File: src/rtl/instr_fetch_unit.sv
// Instruction fetch stage: walks a PC through a 1-cycle-latency instruction memory,
// buffers returned words in a 2-entry FIFO and hands them downstream over valid/ready.
module instr_fetch_unit #(
    parameter int ADDR_W = 10
) (
    input  logic              clk,
    input  logic              rst_n,
    input  logic              i_start,
    input  logic              i_halt_req,
    input  logic [ADDR_W:0]   i_prog_len,
    output logic              o_imem_en,
    output logic [ADDR_W-1:0] o_imem_addr,
    input  logic [31:0]       i_imem_rdata,
    output logic [31:0]       o_ir_out,
    output logic [ADDR_W-1:0] o_ir_pc,
    output logic              o_ir_illegal,
    output logic              o_ir_valid,
    input  logic              i_ir_ready,
    output logic              o_busy,
    output logic              o_done
);

    typedef enum logic [1:0] {IDLE, FETCH, DRAIN, DONE} state_t;

    state_t              r_state;
    logic [ADDR_W:0]     r_pc;
    logic [ADDR_W:0]     r_len;
    logic [ADDR_W-1:0]   r_last_addr;
    logic                r_inflight;
    logic                r_busy;
    logic                r_done;
    logic [31:0]         r_fifo_data [2];
    logic [ADDR_W-1:0]   r_fifo_pc   [2];
    logic                r_wr_ptr;
    logic                r_rd_ptr;
    logic [1:0]          r_count;

    logic                w_pop;
    logic                w_push;
    logic                w_issue;
    logic [2:0]          w_occ_after_pop;
    logic [ADDR_W:0]     w_pc_next;

    // Occupancy the FIFO will have after this edge: the in-flight word lands, the head may leave.
    assign w_pop           = o_ir_valid && i_ir_ready;
    assign w_push          = r_inflight;
    assign w_occ_after_pop = {1'b0, r_count} + {2'b00, r_inflight} - {2'b00, w_pop};
    assign w_pc_next       = r_pc + (ADDR_W+1)'(1);
    assign w_issue         = (r_state == FETCH) && !i_halt_req && (r_pc < r_len)
                             && (w_occ_after_pop < 3'd2);

    assign o_imem_en    = w_issue;
    assign o_imem_addr  = w_issue ? r_pc[ADDR_W-1:0] : r_last_addr;
    assign o_ir_valid   = (r_count != 2'd0);
    assign o_ir_out     = r_fifo_data[r_rd_ptr];
    assign o_ir_pc      = r_fifo_pc[r_rd_ptr];
    assign o_ir_illegal = o_ir_valid && (o_ir_out[31:27] > 5'b01011);
    assign o_busy       = r_busy;
    assign o_done       = r_done;

    always_ff @(posedge clk or negedge rst_n) begin
        if (!rst_n) begin
            r_state     <= IDLE;
            r_pc        <= '0;
            r_len       <= '0;
            r_last_addr <= '0;
            r_inflight  <= 1'b0;
            r_busy      <= 1'b0;
            r_done      <= 1'b0;
        end else begin
            r_inflight <= w_issue;
            r_done     <= 1'b0;
            if (w_issue) begin
                r_pc        <= w_pc_next;
                r_last_addr <= r_pc[ADDR_W-1:0];
            end
            case (r_state)
                IDLE, DONE: begin
                    if (i_start) begin
                        r_len   <= i_prog_len;
                        r_pc    <= '0;
                        r_busy  <= 1'b1;
                        r_state <= (i_prog_len == '0) ? DRAIN : FETCH;
                    end
                end
                FETCH: begin
                    if (i_halt_req || (w_issue && (w_pc_next == r_len))) begin
                        r_state <= DRAIN;
                    end
                end
                DRAIN: begin
                    if (w_occ_after_pop == 3'd0) begin
                        r_state <= DONE;
                        r_busy  <= 1'b0;
                        r_done  <= 1'b1;
                    end
                end
                default: r_state <= IDLE;
            endcase
        end
    end

    always_ff @(posedge clk or negedge rst_n) begin
        if (!rst_n) begin
            for (int i = 0; i < 2; i++) begin
                r_fifo_data[i] <= '0;
                r_fifo_pc[i]   <= '0;
            end
            r_wr_ptr <= 1'b0;
            r_rd_ptr <= 1'b0;
            r_count  <= 2'd0;
        end else begin
            // r_last_addr still holds the address of the read whose data arrives now.
            if (w_push) begin
                r_fifo_data[r_wr_ptr] <= i_imem_rdata;
                r_fifo_pc[r_wr_ptr]   <= r_last_addr;
                r_wr_ptr              <= ~r_wr_ptr;
            end
            if (w_pop) begin
                r_rd_ptr <= ~r_rd_ptr;
            end
            r_count <= w_occ_after_pop[1:0];
        end
    end

    fifo_no_overflow: assert property (@(posedge clk) disable iff (!rst_n)
        !(w_push && !w_pop && (r_count == 2'd2)));

endmodule

File: config.mk
export PLATFORM = sky130hd
export DESIGN_NAME = instr_fetch_unit
export DESIGN_NICKNAME = d
export VERILOG_FILES = /design/src/rtl/instr_fetch_unit.sv
export SDC_FILE = /design/constraint.sdc
export NUM_CORES = 1
export LEC_CHECK = 0
export BUFFER_PORTS_ARGS = -buffer_cell sky130_fd_sc_hd__buf_2
export CAP_MARGIN = 20
export CELL_PAD_IN_SITES_DETAIL_PLACEMENT = 0
export CELL_PAD_IN_SITES_GLOBAL_PLACEMENT = 1
export CORE_ASPECT_RATIO = 0.7
export CORE_UTILIZATION = 33
export DETAILED_ROUTE_END_ITERATION = 8
export HOLD_SLACK_MARGIN = 0.12
export MAX_ROUTING_LAYER = met4
export PLACE_DENSITY = 0.66
export SYNTH_ARGS = -nofsm -noshare
export SYNTH_HDL_FRONTEND = slang
export SYNTH_SLANG_ARGS = --single-unit
File: constraint.sdc
create_clock -name clk -period 3.6 [get_ports clk]
set_input_delay 0 -clock clk [delete_from_list [all_inputs] [get_ports clk]]
set_output_delay 0 -clock clk [all_outputs]
set_load 0.01 [all_outputs]
## Yosys cells after proc, flatten, opt, wreduce, memory -nomap -nowiden

Index checks and enable logic that the tools add are counted.

| word-level totals | value |
|---|---|
| flip-flop bits (word level) | 125 |
| bits of input ports | 48 |
| output and inout port bits | 57 |
| logic and storage cells | 78 |

| operators by class | value |
|---|---|
| add/subtract/negate cells | 3 |
| order comparisons | 6 |
| equal/unequal tests | 7 |
| muxes and demuxes | 26 |
| bitwise logic cells | 4 |
| reduce and logical (&&, ||, !) cells | 18 |

Operators by type and width:

| cell | count |
|---|---|
| $mux 32 | 4 |
| $bwmux 64 | 1 |
| $mux 10 | 5 |
| $mux 11 | 3 |
| $demux 32 s1 | 1 |
| $bwmux 20 | 1 |
| $add 11x1->11 const B | 1 |
| $eq 11x11->1 | 1 |
| $logic_not 11->1 | 1 |
| $lt 11x11->1 | 1 |
| $demux 10 s1 | 1 |
| $mux 2 | 4 |
| $logic_and 1x1->1 | 7 |
| $pmux 2 s3 | 1 |
| $reduce_and 3->1 | 2 |
| $gt 5x4->1 const B | 1 |
| $eq 2x2->1 const B | 2 |
| $ge 2x2->1 const B | 2 |
| $mux 1 | 4 |
| $ne 2x2->1 const B | 2 |
| $not 1->2 | 2 |
| $reduce_bool 2->1 | 2 |
| $add 2x1->3 | 1 |
| $logic_not 3->1 | 1 |
| other kinds (12) | 13 |

## Longest topological paths before layout

Gate-level depths: netlist of run 1.

| logic depth | value |
|---|---|
| depth after elaboration | 9 |
| depth in mapped cells | 14 |
| mapped depth without buffers | 14 |

## Worst setup path after synthesis of run 1

No wires, ideal clock.

| timing | value |
|---|---|
| kind | reg-to-reg |
| from | register r_count[1] |
| to | register r_state[0] |
| setup time | 0.128 ns |
| data arrival time | 3.240 ns |
| data required time | 3.472 ns |
| slack | 0.232 ns |
| stages on the path, launching flop included | 14 |
| period minus slack after synthesis | 3.368 ns |
| cell sequence | dfrtp_1 -> inv_1 -> nand2_1 -> and2_1 -> ha_1 -> inv_1 -> ha_1 -> fa_1 -> xnor2_1 -> or4_4 -> a21oi_4 -> nand2_4 -> o31ai_4 -> mux2_1 |

| on the way | value |
|---|---|
| longest elaborated chain between the ends | 9 |
| elaborated cells on any way between the ends | 12 |
| classes of those cells | 2 x add/sub; 1 x order compare; 2 x eq/ne; 7 x reduce/logical |

Ends and longest elaborated chain:

| what | line | text |
|---|---|---|
| from (decl) | 36 | `logic [1:0] r_count;` |
| from (signal assigned) | 122 | `r_count <= w_occ_after_pop[1:0];` |
| $reduce_bool 2->1 (*) | 54 | `assign o_ir_valid = (r_count != 2'd0);` |
| via o_ir_valid | 17 | `output logic o_ir_valid,` |
| $logic_and 1x1->1 (*) | 45 | `assign w_pop = o_ir_valid && i_ir_ready;` |
| via w_pop | 38 | `logic w_pop;` |
| $sub 3x1->3 (*) | 47 | `assign w_occ_after_pop = {1'b0, r_count} + {2'b00, r_inflight} - {2'b00, w_pop};` |
| $lt 3x2->1 | 50 | `&& (w_occ_after_pop < 3'd2);` |
| $logic_and 1x1->1 | 50 |  |
| $logic_and 1x1->1 | 87 | `if (i_halt_req \|\| (w_issue && (w_pc_next == r_len))) begin` |
| $logic_or 1x1->1 | 87 |  |
| $ne 2x1->1 (no source line) | -- |  |
| $reduce_and 3->1 (no source line) (*) | -- |  |
| to (signal assigned) | 83 | `r_state <= (i_prog_len == '0) ? DRAIN : FETCH;` |
| to (decl) | 25 | `state_t r_state;` |

Mark *: on every way through the listed nets, which the timed path passes. The rest lies on a longest branch.
A chain may end at the register's enable or synchronous reset.

## Worst setup path in the final report of run 1

| timing | value |
|---|---|
| from | register r_count[1] |
| to | output o_imem_addr[4] |

| on the way | value |
|---|---|
| longest elaborated chain between the ends | 6 |
| elaborated cells on any way between the ends | 7 |
| classes of those cells | 2 x add/sub; 1 x order compare; 1 x mux; 3 x reduce/logical |

Ends and longest elaborated chain:

| what | line | text |
|---|---|---|
| $reduce_bool 2->1 | 54 |  |
| $logic_and 1x1->1 | 45 |  |
| via w_pop | 38 |  |
| $sub 3x1->3 | 47 |  |
| $lt 3x2->1 | 50 |  |
| $logic_and 1x1->1 | 50 |  |
| $mux 10 | -- |  |
| to (decl) | 12 | `output logic [ADDR_W-1:0] o_imem_addr,` |

The timed path passes the listed nets, and every way through them passes these cells.

==> out/summary.md, run 1 <==
The minimum setup slack among reg-to-reg paths was 0.24 ns; the share of the synthesized netlist area taken by xor and xnor gates was 3.384%. The tools report the max-slew violation total from the final report as 0. STA classifies the critical path startpoint as a flop. The run gives 0.1895 ns as the setup slack after placement.

After Yosys synthesis, full adders, half adders and majority gates account for 3.699% of the synthesized area. The main combinational cell family by area after synthesis is multiplexers. In this run the power spent charging and discharging nets is 2060 uW.

Per report_power, the clock group accounts for 27.5% of the total. The post-detailed-routing wire length was 14.32 mm; the total die area was 18590 um2. For the pin with the worst max-slew slack, the measured transition is 0.7313 ns. The tools report the DRC violations left as 0. For the arrival time of the worst setup path, the log shows 3.50 ns.

The tools report the endpoint kind of the worst setup timing path as an output port. In this run switching power makes up 32.32% of total power. The fraction of the mapped netlist area in simple logic gates is 6.473%, and the residual antenna-violating net count after detailed routing is 0. For the total number of nets in the final design, the log shows 700. The Yosys step of the flow raised 0 warnings.

For this run, the register share of the synthesized area comes to 52.54%. The number of buffers created by CTS is 17. Timing would allow up to 286.1 MHz. The tools report the critical path required time as 3.60 ns. The flow ran to the end, and the final reports show no timing, DRC or antenna violations. The length in cells of the worst reg-to-reg path is 14. In this run the standard cell core region covers 17420 um2.

Input and output buffers added on the ports amount to 104. Initial core utilization: 34.18%. The most used flip-flop cell after synthesis is dfrtp_1. The distinct cell type count after synthesis came out at 44.

Area added between synthesis and finish: 34.15%. For the buffer levels on the longest clock path, the log shows 2. On the final layout, the worst hold slack is 0.1844 ns. The I/O pin total was 105; the wire length of the first global-routing pass was 22.86 mm.

Adding up every negative setup slack in the final design gives 0 ns. The minimum period implied by the final worst setup slack is 3.495 ns. The die is 114.4 um tall. The critical-path maximum fanout was 8. The run gives 9.617 mm as the HPWL after detailed placement. In the layout the commonest cells are mux2_2, dfrtp_1, buf_2. The detail-routed via count per cell was 4.684. For this run, the share of the core covered by cells in the final layout is 45.85%.

The total overflow left after global routing is 0. CTS placed an instance of clkbuf_16 at the clock tree root. Counting every instance in the synthesized netlist gives 472. The timing startpoint of the critical path was r_count[1]$_DFF_PN0_.

The horizontal die dimension is 162.5 um. Summing the areas of all compound-gate instances in the mapped netlist gives 4.855% of the synthesized area. The flip-flop and latch count after synthesis is 125.

The setup slack of the critical path after layout came out at 0.1050 ns. Setup repair after global routing left no endpoint under its margin. The initialized floorplan defines 40 standard-cell rows.

The tools report the end of the worst register-to-register path as r_state[0]$_DFFE_PN0P_. Across the routed clock network, the largest skew measured is 0.009534 ns. After synthesis, the share of flip-flops with an asynchronous set or reset is 100.0%. In this run, the combinational gates consume 37.3% of the power.

The run gives 0 as the number of antenna violations at the first check in global routing. The tightest min-delay check is of the in2reg type. The clock drives 125 sinks. The final worst-path cycle share is 97.08%, and the violation count after the first detailed-route iteration is 244.

A synthesized cell averages 12.61 um2. The run gives 5953 um2 as the cell area after synthesis. For the number of max-cap violations, the log shows 0. Of the cells placed in the final design, the portion with a size suffix greater than 1 is 47.07%. The analysis attributes to cell leakage a power of 0.003796 uW. Entering global routing, the biggest net connects 73 pins.

The clock insertion delay at the later pin of the skew report came out at 0.42 ns. The critical path is of the reg2out type. The routability congestion estimate is 0.8373. The count of inserted antenna diode cells is 0. The number of enable flip-flop cells after synthesis is 0, and the internal power summed over all cells is 4312 uW. Via count of the first global-routing pass: 4221.

For this design the ratio of total power to cell area is 797.8 nW/um2. In the synthesized netlist, mux cells make up 26.08% of the area. The library cell used most frequently in the layout, excluding fill and tap cells, is mux2_2.

The number of nets in the synthesized netlist is 537. The total routing usage reported by global routing is 16.95%. The final-report hold violation count is 0. Capture point of the critical path: o_imem_addr[4]. Setup violations remaining at the end of the flow were counted as 0.

After clock tree synthesis, the clock-pin slew on the worst setup and hold paths is 0.06 ns. Detailed routing inserted a total of 4117 vias. For the sequential power share, the log shows 35.2%. The startpoint of the lowest-slack register-to-register path is r_count[1]$_DFF_PN0_.

The clock tree synthesis step divided the H-tree into 4 levels. The wire length per cell after detailed routing was 16.29 um. TritonCTS built the clock tree. VDD sags by at most 0.3068 mV.

In this run the tightest slew margin relative to its limit is 51.24%. Before antenna repair, the detailed router went through 5 iterations.
==> logic make-up (layout without fill, tap and decap cells) <==
family	count (synthesis)	count (layout)
XOR/XNOR	23	23
AO/OA/AOI/OAI	44	44
adder cells (fa/ha/maj)	17	17
multiplexers	138	138
flip-flops	125	125
buffers and inverters	46	222
AND/OR/NAND/NOR	79	79
==> cell type report <==
class / count / area [um2]
clock buffer: 20 / 466.7
clock inverter: 12 / 142.6
fill: 1634 / 9430
inverter: 23 / 86.33
multi-input combinational: 301 / 2691
sequential: 125 / 3129
tap: 231 / 289.0
timing repair buffer: 167 / 1181
==> per-layer routing <==
metal  global-route usage, %  routed length (um)
met5                       -                   0
met4                   5.545                 152
met3                   5.107                 857
met2                   23.16                6010
met1                   23.72                7297
==> through the flow <==
stage / power, uW / instance area, um2 / instances
2_1_floorplan: 3699 / 5953 / 472
3_3_place_gp: 4405 / 6751 / 791
3_5_place_dp: 4483 / 6771 / 792
4_1_cts: 6394 / 7928 / 875
5_1_grt: 6780 / 7986 / 879
6_report: 6372 / 7986 / 879
==> cells in the mapped netlist (2+ instances only) <==
library cell	instances	share of area (%)
xor2_1	12	1.8
mux2_2	132	25
nand2_1	25	1.6
a21oi_1	10	0.84
clkbuf_1	16	1.0
nand2b_1	2	0.21
dfrtp_1	125	53
nor2_1	19	1.2
and2_1	3	0.32
nor2b_1	2	0.21
nor3_1	3	0.25
nor4_1	3	0.32
a21o_1	2	0.25
ha_1	16	3.4
buf_1	4	0.25
o21ai_0	19	1.6
nand4_1	5	0.53
buf_2	3	0.25
inv_1	23	1.5
mux2_1	5	0.95
nand3_1	10	0.84
xnor2_1	11	1.6
==> power by group through the flow <==
stage	clock network, uW	logic [uW]	registers, uW
floorplan	0	1600	2100
global placement	0	2180	2220
detailed placement	0	2220	2260
CTS	1800	2350	2240
global route	1860	2600	2320
finish	1750	2380	2240
==> worst min-delay path by stage <==
stage                from                          end  slack, ns  cells past startpoint
2_1_floorplan       rst_n           o_busy$_DFFE_PN0P_      -0.30                      0
3_3_place_gp        rst_n  r_fifo_data[39]$_DFFE_PN0P_       0.09                      1
3_5_place_dp        rst_n   r_fifo_data[7]$_DFFE_PN0P_       0.10                      1
4_1_cts        i_halt_req       r_state[1]$_DFFE_PN0P_       0.18                      5
5_1_grt        i_halt_req       r_state[0]$_DFFE_PN0P_       0.21                      5
6_report       i_halt_req       r_state[1]$_DFFE_PN0P_       0.18                      5
==> registers in the layout, summed over array words and instances, names as in the netlist <==
register	flops
r_fifo_data	64
o_busy	1
r_len	11
r_wr_ptr	1
r_fifo_pc	20
r_state	2
r_count	2
o_done	1
r_inflight	1
r_rd_ptr	1
r_last_addr	10
r_pc	11
==> timing repair <==
item / in CTS / in global routing
setup buffers: 4 / 4
endpoints found under the hold margin: 132 / 0
setup endpoints to repair: 11 / 10
cloned: 1 / 0
gates resized for setup: 10 / 8
hold buffers: 46 / 0
pin swaps: 1 / 3
==> critical path, cell delays in order (launching register included) <==
cell	delay [ns]
dfrtp_1	0.38
inv_2	0.07
nand2_2	0.05
and2_4	0.16
ha_1	0.27
inv_1	0.04
ha_2	0.16
fa_2	0.35
xnor2_2	0.15
or4_4	0.53
a21oi_4	0.16
nand2_4	0.11
buf_12	0.20
mux2_4	0.31
buf_6	0.12
No activity file was read; power rests on OpenSTA's default activity.
==> inputs of run 2 (changes only) <==
Settings changed: CAP_MARGIN 20 to 5.
Clock period 3.6 ns to 3.45 ns, I/O delays scaled along.
==> run 2 against run 1 <==
Effect of this change:
- via count grew 1.9%
- sequential power grew 4%
- combinational power grew 8%
- non-clock buffer count grew 4
- clock power is essentially flat
- count of clock-buffer cells in the layout grew 4
- total power grew 3.9%
- clock skew is essentially flat
- hold slack gained 0.0023 ns
- wire length grew 1.4%
- first-iteration DRC count shrank 6.6%
- worst setup slack lost 0.059 ns
- highest routed layer unchanged
==> out/summary.md, run 2 (synthesis results as in run 1) <==
Cell internal power was estimated by the tool at 4469 uW. Of all nets on the critical path, the largest fanout is 8. The run gives 26.1% as the part of the total power dissipated in the clock network.

For the setup slack after placement, the log shows 0.06182 ns. 0 antenna diodes ended up in the layout. For this design the total switching power over the nets is 2150 uW.

The final cell area excluding filler cells is 8005 um2. The I/O pin total was 105. The wire length of the first global-routing pass came out at 23.35 mm. Per report_power, the combinational group accounts for 38.7% of the total. Most flop-heavy register: r_fifo_data. Global routing finished with a remaining overflow of 0. For the via count of the first global-routing pass, the log shows 4345. The worst path needs 3.404 ns of the cycle, external delays included. The endpoint kind of the worst setup timing path is an output port. Clock latency on the worst-skew pair, taken at its later pin, is 0.41 ns.

The run gives 704 as the total number of nets in the final design. For the number of vias in the routed layout, the log shows 4194. The total routing usage reported by global routing was 17.15%; the post-detailed-routing wire length was 14.51 mm. In the final layout, the registers with the most flip-flops are r_fifo_data x64, r_fifo_pc x20. The leakage power figure is 0.003802 uW, and the total negative slack for setup checks is 0 ns.

The total area inside the core boundary comes to 17420 um2. Across the VDD grid, the largest voltage drop is 0.3193 mV. The switching part of the total was 32.48%; the max-slew violation total from the final report was 0.

The critical path is of the reg2out type. The flow ran to the end, and the final reports show no timing, DRC or antenna violations. The total die area is 18590 um2, and the setup slack of the critical path after layout is 0.04579 ns. Setup repair after global routing could not meet its margin everywhere. The number of antenna violations at the first check in global routing is 0, and the peak clock frequency supported by timing is 293.8 MHz.

For the routability congestion estimate, the log shows 0.8358. TritonCTS built the clock tree. The total power of the final layout was 6619 uW; the flip-flop count of the largest register after layout was 64. In the layout the commonest cells are mux2_2, dfrtp_1, buf_2.

The violation count after the first detailed-route iteration is 228, and the number of buffers created by CTS is 17. Dividing the detail-routed wire length by the instance count gives 16.46 um. For the worst setup path, the data arrival time is 3.40 ns.

In this run the tightest slew margin relative to its limit is 22.48%. For the area of the multi-input gates, the log shows 2721 um2. The final-report hold violation count came out at 0. The worst clock skew was 0.009382 ns; the horizontal die dimension was 162.5 um. Count of buffers inserted at the top-level ports: 104. The worst hold path belongs to the class in2reg.

The library cell used most frequently in the layout, excluding fill and tap cells, is mux2_2. The placed instances occupy a cell area of 6754 um2. Kind of start point of the critical path: a flop. The run gives 3.45 ns as the critical path required time. Detailed placement ended at an HPWL of 9.765 mm.

For this design the ratio of total power to cell area is 826.8 nW/um2. The share of layout cells above drive strength 1 was 47.31%; the first-pass detailed-route iteration total was 4. The run gives 4 as the H-tree level count. The detail-routed via count per cell works out to 4.755. Setup violations remaining at the end of the flow were counted as 0.

Number of max-cap violations: 0. Relative to the synthesized area, the layout overhead comes to 34.47%. DRC violations left: 0. CTS saw 125 sinks. For the total placed cells including tap cells, the log shows 793.

The die outline height was 114.4 um; the area of all sequential standard cells was 3129 um2. At the pin with the least slew margin, the transition time is 1.159 ns. Clock-pin slew was measured on the worst setup and hold paths at 0.06 ns. The tree is rooted in a clkbuf_16. Entering global routing, the biggest net connects 66 pins.

The detail route stage leaves a number of antenna-violating nets equal to 0. Once the floorplan was initialized, standard cells occupied 34.18% of the core. In this run the core area contains 40 standard-cell rows. The final worst-path cycle share was 98.67%. The filler cell count is 1610. Once layout is complete, the cells apart from fillers number 882. Per report_power, the sequential group accounts for 35.2% of the total. The clock passes through at most 2 buffers.
## run 2: cell count changes in the layout (fill, tap and decap cells not counted), moves of 2 or more
cell and delta:
buf_12 -2, buf_2 -3, buf_4 +6, buf_6 +3
clkbuf_1 +4, clkinv_2 -2, clkinvlp_4 -2, ha_4 +2
o21ai_2 +2
## run 2: final cells by class
cell class | instances | share of cell area, %
flip-flops and latches | 125 | 39.09
multi-input cells | 301 | 33.99
repair buffers | 171 | 15.11
clock buffers | 24 | 6.018
well taps | 231 | 3.610
clock inverters | 7 | 1.094
inverters | 23 | 1.078
## run 2: routing by layer
metal / GRT usage (%) / share of wire [%] / up-vias / wire length (um)
li1: - / - / 1989 / -
met4: 5.981 / 1.2 / 0 / 173
met2: 24.62 / 44 / 79 / 6426
met1: 24.26 / 51 / 2113 / 7418
met5: - / 0 / - / 0
met3: 3.042 / 3.4 / 13 / 495
## run 2: critical path, stage by stage, from the launching register on
cell and delay, ns:
dfrtp_1 0.39, inv_2 0.07, nand2_2 0.05, and2_4 0.14
ha_4 0.26, inv_2 0.04, ha_4 0.15, fa_2 0.36
xnor2_2 0.16, or4_4 0.50, a21oi_4 0.16, nand2_4 0.09
buf_12 0.19, mux2_4 0.31, buf_6 0.12
## run 2: power by group through the flow
| stage | registers (uW) | logic [uW] | clock network (uW) |
|---|---|---|---|
| floorplan | 2190 | 1670 | 0 |
| global placement | 2320 | 2270 | 0 |
| detailed placement | 2350 | 2330 | 0 |
| CTS | 2330 | 2550 | 1770 |
| global route | 2400 | 2800 | 1840 |
| finish | 2330 | 2560 | 1730 |
## run 2: timing repair
item | CTS | global route
buffers inserted | 8 | 3
endpoints found under the setup margin | 11 | 13
cloned | 1 | 0
hold endpoints to repair | 142 | 0
resized for setup | 25 | 2
hold buffers | 46 | 0
pin swaps | 6 | 3
## run 2: worst paths after layout
path | startpoint | endpoint | slack, ns | depth (start not counted)
setup / recovery | r_count[1]$_DFF_PN0_ | o_imem_addr[1] | 0.05 | 14
hold / removal | i_halt_req | r_state[1]$_DFFE_PN0P_ | 0.19 | 5
setup reg to reg | r_count[1]$_DFF_PN0_ | r_state[0]$_DFFE_PN0P_ | 0.19 | 14
hold reg to reg | r_fifo_data[18]$_DFFE_PN0P_ | r_fifo_data[18]$_DFFE_PN0P_ | 0.50 | 1
max in group asynchronous | rst_n | r_rd_ptr$_DFFE_PN0P_ | 2.20 | 3
min in group asynchronous | rst_n | r_fifo_data[45]$_DFFE_PN0P_ | 0.24 | 2
## run 2: per-stage QoR
stage | hold slack (ns) | utilization, %
global route | 0.2230 | 45.96
detailed placement | 0.1555 | 38.78
CTS | 0.1703 | 45.78
floorplan | -0.2956 | -
global placement | 0.1390 | 38.78
finish | 0.1867 | 45.96
==> inputs of run 3 (changes only) <==
Settings changed: ABC_AREA set to 1, CAP_MARGIN 5 to unset, HOLD_SLACK_MARGIN 0.12 to 0.05, PLACE_DENSITY 0.66 to 0.7.
==> run 3 against run 2 <==
Effect of this change:
- fmax rose by 6.9%
- count of clock-buffer cells in the layout is 7 lower
- worst setup slack improved by 0.22 ns
- die area grew 2.3%
- sequential share of layout area grew 0.39 points
- via count up 25%
- global-route usage rose by 0.80 points
- wire length is 7.8% higher
- final cell count increased by 33%
- hold slack worse by 0.068 ns
- largest cell class unchanged
- clock skew grew 0.0011 ns
==> out/summary.md, run 3 <==
The run gives 314.1 MHz as the peak clock frequency supported by timing. The biggest area contributor in the post-synthesis netlist is dfrtp_1. The clock passes through at most 2 buffers. The tools report the residual antenna-violating net count after detailed routing as 0.

The final-report hold violation count is 0, and the leakage power figure is 0.004198 uW. The area growth from synthesis to layout is 30.03%. The non-filler instance count after layout is 1169. The core region is 18060 um2. The number of max-cap violations is 0, and the number of failing setup endpoints in the final timing report is 0. Of the available clock period, the critical path in the final layout requires 92.30%. Across every metal layer, demand over resource in global routing totals 17.95%.

IR analysis of the VDD net gives a maximum drop of 0.5053 mV. For the largest net degree at the start of global routing, the log shows 67. The critical-path maximum fanout was 23; the number of warnings printed during yosys synthesis was 0.

The first routing iteration left 389 violations. The worst pin sits at a relative slew slack of 32.25%. The critical path goes through nor2_1, inv_1, nand2_1, inv_1, ha_1, inv_1, ha_1, fa_1, xnor2_1, nor2_1, nand4_2, buf_6, o21ai_0, buf_2.

In this run the worst hold path is classified as in2reg. The library cells used most frequently in the layout, excluding fill and tap cells, are nand2_1, dfrtp_1, o21ai_0. The cell seen most often among critical-path stages was inv_1. Distinct cell type count after synthesis: 34. The worst setup path is captured at an output port. The post-detailed-routing wire length was 15.65 mm. The tools report the max-slew violation total from the final report as 0. The end of the worst register-to-register path is r_pc[0]$_DFF_PN0_. The portion of the post-synthesis area used by sequential elements is 51.32%, and the cell row count is 41.

At the end of routability-driven placement, the weighted congestion stood at 0.8268. In this run the most critical hold path is launched from i_start. The cell sitting at the root of the clock tree is a clkbuf_16.

Detailed placement ended at an HPWL of 10.58 mm. The register with the most flip-flops in the final layout is r_fifo_data. The critical path required time was 3.45 ns.

The floorplan step set the die width to 164.4 um. In this run the power density over the cells is 902.2 nW/um2. At the end of the flow the core is filled with cells to 43.89%.

The buffering stage count on the worst path with inverters included works out to 5. For the I/O pin total, the log shows 105. The total negative slack for setup checks was 0 ns. The placed instances occupy a cell area of 6848 um2.

The register with the most flip-flops in the layout has 64 of them. For this run, the leading register cell type out of synthesis is dfrtp_1. The run gives 17 as the number of buffers created by CTS. The async set-reset flop share out of synthesis was 100.0%; the total die area was 19020 um2. The largest registers in the layout are r_fifo_data x64, r_fifo_pc x20. The kind of cell with the highest combined delay along the critical path is adder cells.

On the final layout, the worst clock skew is 0.01044 ns. The cell with the most instances after synthesis is nand2_1. The tools report the number of standard cells after synthesis as 777. The capture endpoint of the worst hold path is r_state[0]$_DFFE_PN0P_.

Setup repair after global routing left no endpoint under its margin. The worst setup path is launched from a flop. TritonCTS built the clock tree.

After detailed routing, the number of remaining DRC violations is 0. The largest single stage delay on the critical path is 0.40 ns. The later pin in the worst-skew pair is clocked with a latency of 0.41 ns.

The count of buffers inserted at the top-level ports came out at 104. The slowest stage of the critical path belongs to the cell dfrtp_1. Most common cell after layout, fill and taps aside: nand2_1. The wire length of the first global-routing pass was 25.07 mm; the clock-pin transition on the worst setup and hold timing paths was 0.05 ns. The number of cells on the worst reg-to-reg path is 15. The final cell area excluding filler cells is 7925 um2, and the number of vias in the routed layout is 5245.

For this design, the sink count on the clock tree is 125. The worst setup path is of the reg2out kind. The via count of the first global-routing pass was 4789; the minimum period implied by the final worst setup slack was 3.184 ns. The total number of nets in the final design is 986.

In this run, placement finished with an instance count of 1090. Measured along the y axis, the die boundary spans 115.7 um. The arrival time of the worst setup path was 3.18 ns; the actual slew at the worst max-slew pin was 1.014 ns. The repair_antennas step left the layout with diodes totalling 0.

The flip-flop and latch count after synthesis is 125. The H-tree level count is 4, and the number of nets in the synthesized netlist is 842. The run finished with clean final reports. The number of antenna violations at the first check in global routing was 0; the minimum setup slack among reg-to-reg paths was 0.46 ns. The number of enable flip-flop cells after synthesis was 0. The initial utilization of the core area, before any placement, comes to 33.75%. Ranked by total cell area, the synthesized netlist is headed by dfrtp_1, nand2_1, o21ai_0. The cell area that synthesis handed to floorplanning was 6095 um2. The commonest cells after synthesis are nand2_1, dfrtp_1, o21ai_0. The hold-critical path depth was 5; the fraction of synthesized cell area taken by the top area cell type was 51.32%. Of the cells placed in the final design, the portion with a size suffix greater than 1 is 18.54%. In the final routed layout, each cell accounts on average for 13.39 um. The detail-routed via count per cell was 4.487. Summed over all layers, the global routing overflow is 0. The tools report the startpoint of the lowest-slack register-to-register path as r_count[1]$_DFF_PN0_. A synthesized cell averages 7.844 um2. The first detailed-routing pass ran for 5 iterations.
-- run 3: cell types whose count changed after synthesis, moves of 5 or more --
cell      previous run  this run
nand2_1             25       291
inv_1               23        94
clkbuf_1            16        30
xnor2_1             11         1
a31oi_1              0         5
mux2_2             132         0
mux2_1               5         0
nand3_1             10        27
xor2_1              12         1
nand2_2              0         7
o21ai_0             19       118
-- run 3: power breakdown --
group	internal, uW	leakage, uW	switching (uW)	total (uW)
sequential	2090	0.00151	403	2500
clock	1130	0.000285	679	1810
combinational	1070	0.00240	1770	2840
total	4300	0.00420	2850	7150
-- run 3: repair_timing --
action | CTS | global route
hold buffers | 46 | 0
buffers inserted | 0 | 1
endpoints found under the hold margin | 137 | 0
pin swaps | 0 | 1
resized for setup | 1 | 6
gates cloned | 0 | 1
endpoints found under the setup margin | 1 | 6
-- run 3: stage by stage --
step           power, uW  hold WS (ns)  setup slack, ns
2_1_floorplan       4292       -0.2956           0.7614
3_3_place_gp        5303        0.1397           0.4860
3_5_place_dp        5330        0.1425           0.4135
4_1_cts             7220       0.08349          0.05233
5_1_grt             7813        0.1341          0.01936
6_report            7150        0.1188           0.2658
-- run 3: kinds of logic (layout without fill, tap and decap cells) --
logic type	Yosys count	after routing	synth area share, %
adders and majority gates	17	17	3.613
buffers and inverters	134	290	8.499
DFF	125	125	51.32
xor gates and xnor gates	2	2	0.2875
AOI/OAI and AO/OA	138	138	11.56
and+or+nand+nor	361	361	24.72
-- run 3: layout make-up --
type                            count  area, um2
Fill cell                        1832      10130
Timing Repair inverter              1      5.005
Clock inverter                     14      171.4
Timing Repair Buffer              160       1075
Clock buffer                       17      425.4
Multi-Input combinational cell    518       2451
Inverter                           98      372.9
Tap cell                          236      295.3
Sequential cell                   125       3129
-- run 3: metal layers --
| metal | GRT usage [%] | up-vias | share of wire (%) |
|---|---|---|---|
| li1 | - | 2723 | - |
| met1 | 26.56 | 2400 | 55 |
| met2 | 23.85 | 113 | 40 |
| met3 | 4.510 | 9 | 5.1 |
| met4 | 4.954 | 0 | 0.71 |
| met5 | - | - | 0 |
-- run 3: how the worst max path moves through the flow --
stage / startpoint / slack, ns / cells past startpoint / endpoint
floorplan: r_count[1]$_DFF_PN0_ / 0.76 / 13 / r_last_addr[9]$_DFF_PN0_
global placement: r_count[1]$_DFF_PN0_ / 0.49 / 14 / o_imem_addr[1]
detailed placement: r_count[1]$_DFF_PN0_ / 0.41 / 14 / r_pc[3]$_DFF_PN0_
CTS: r_count[1]$_DFF_PN0_ / 0.05 / 14 / o_imem_addr[1]
global route: r_count[1]$_DFF_PN0_ / 0.02 / 15 / o_imem_addr[1]
finish: r_count[1]$_DFF_PN0_ / 0.27 / 14 / o_imem_addr[2]
-- run 3: tightest hold or removal path, delay by kind of cell --
family / cells / cell delay (ns)
buffers and inverters: 2 / 0.17
AND/OR/NAND/NOR: 2 / 0.17
AO/OA/AOI/OAI: 1 / 0.14
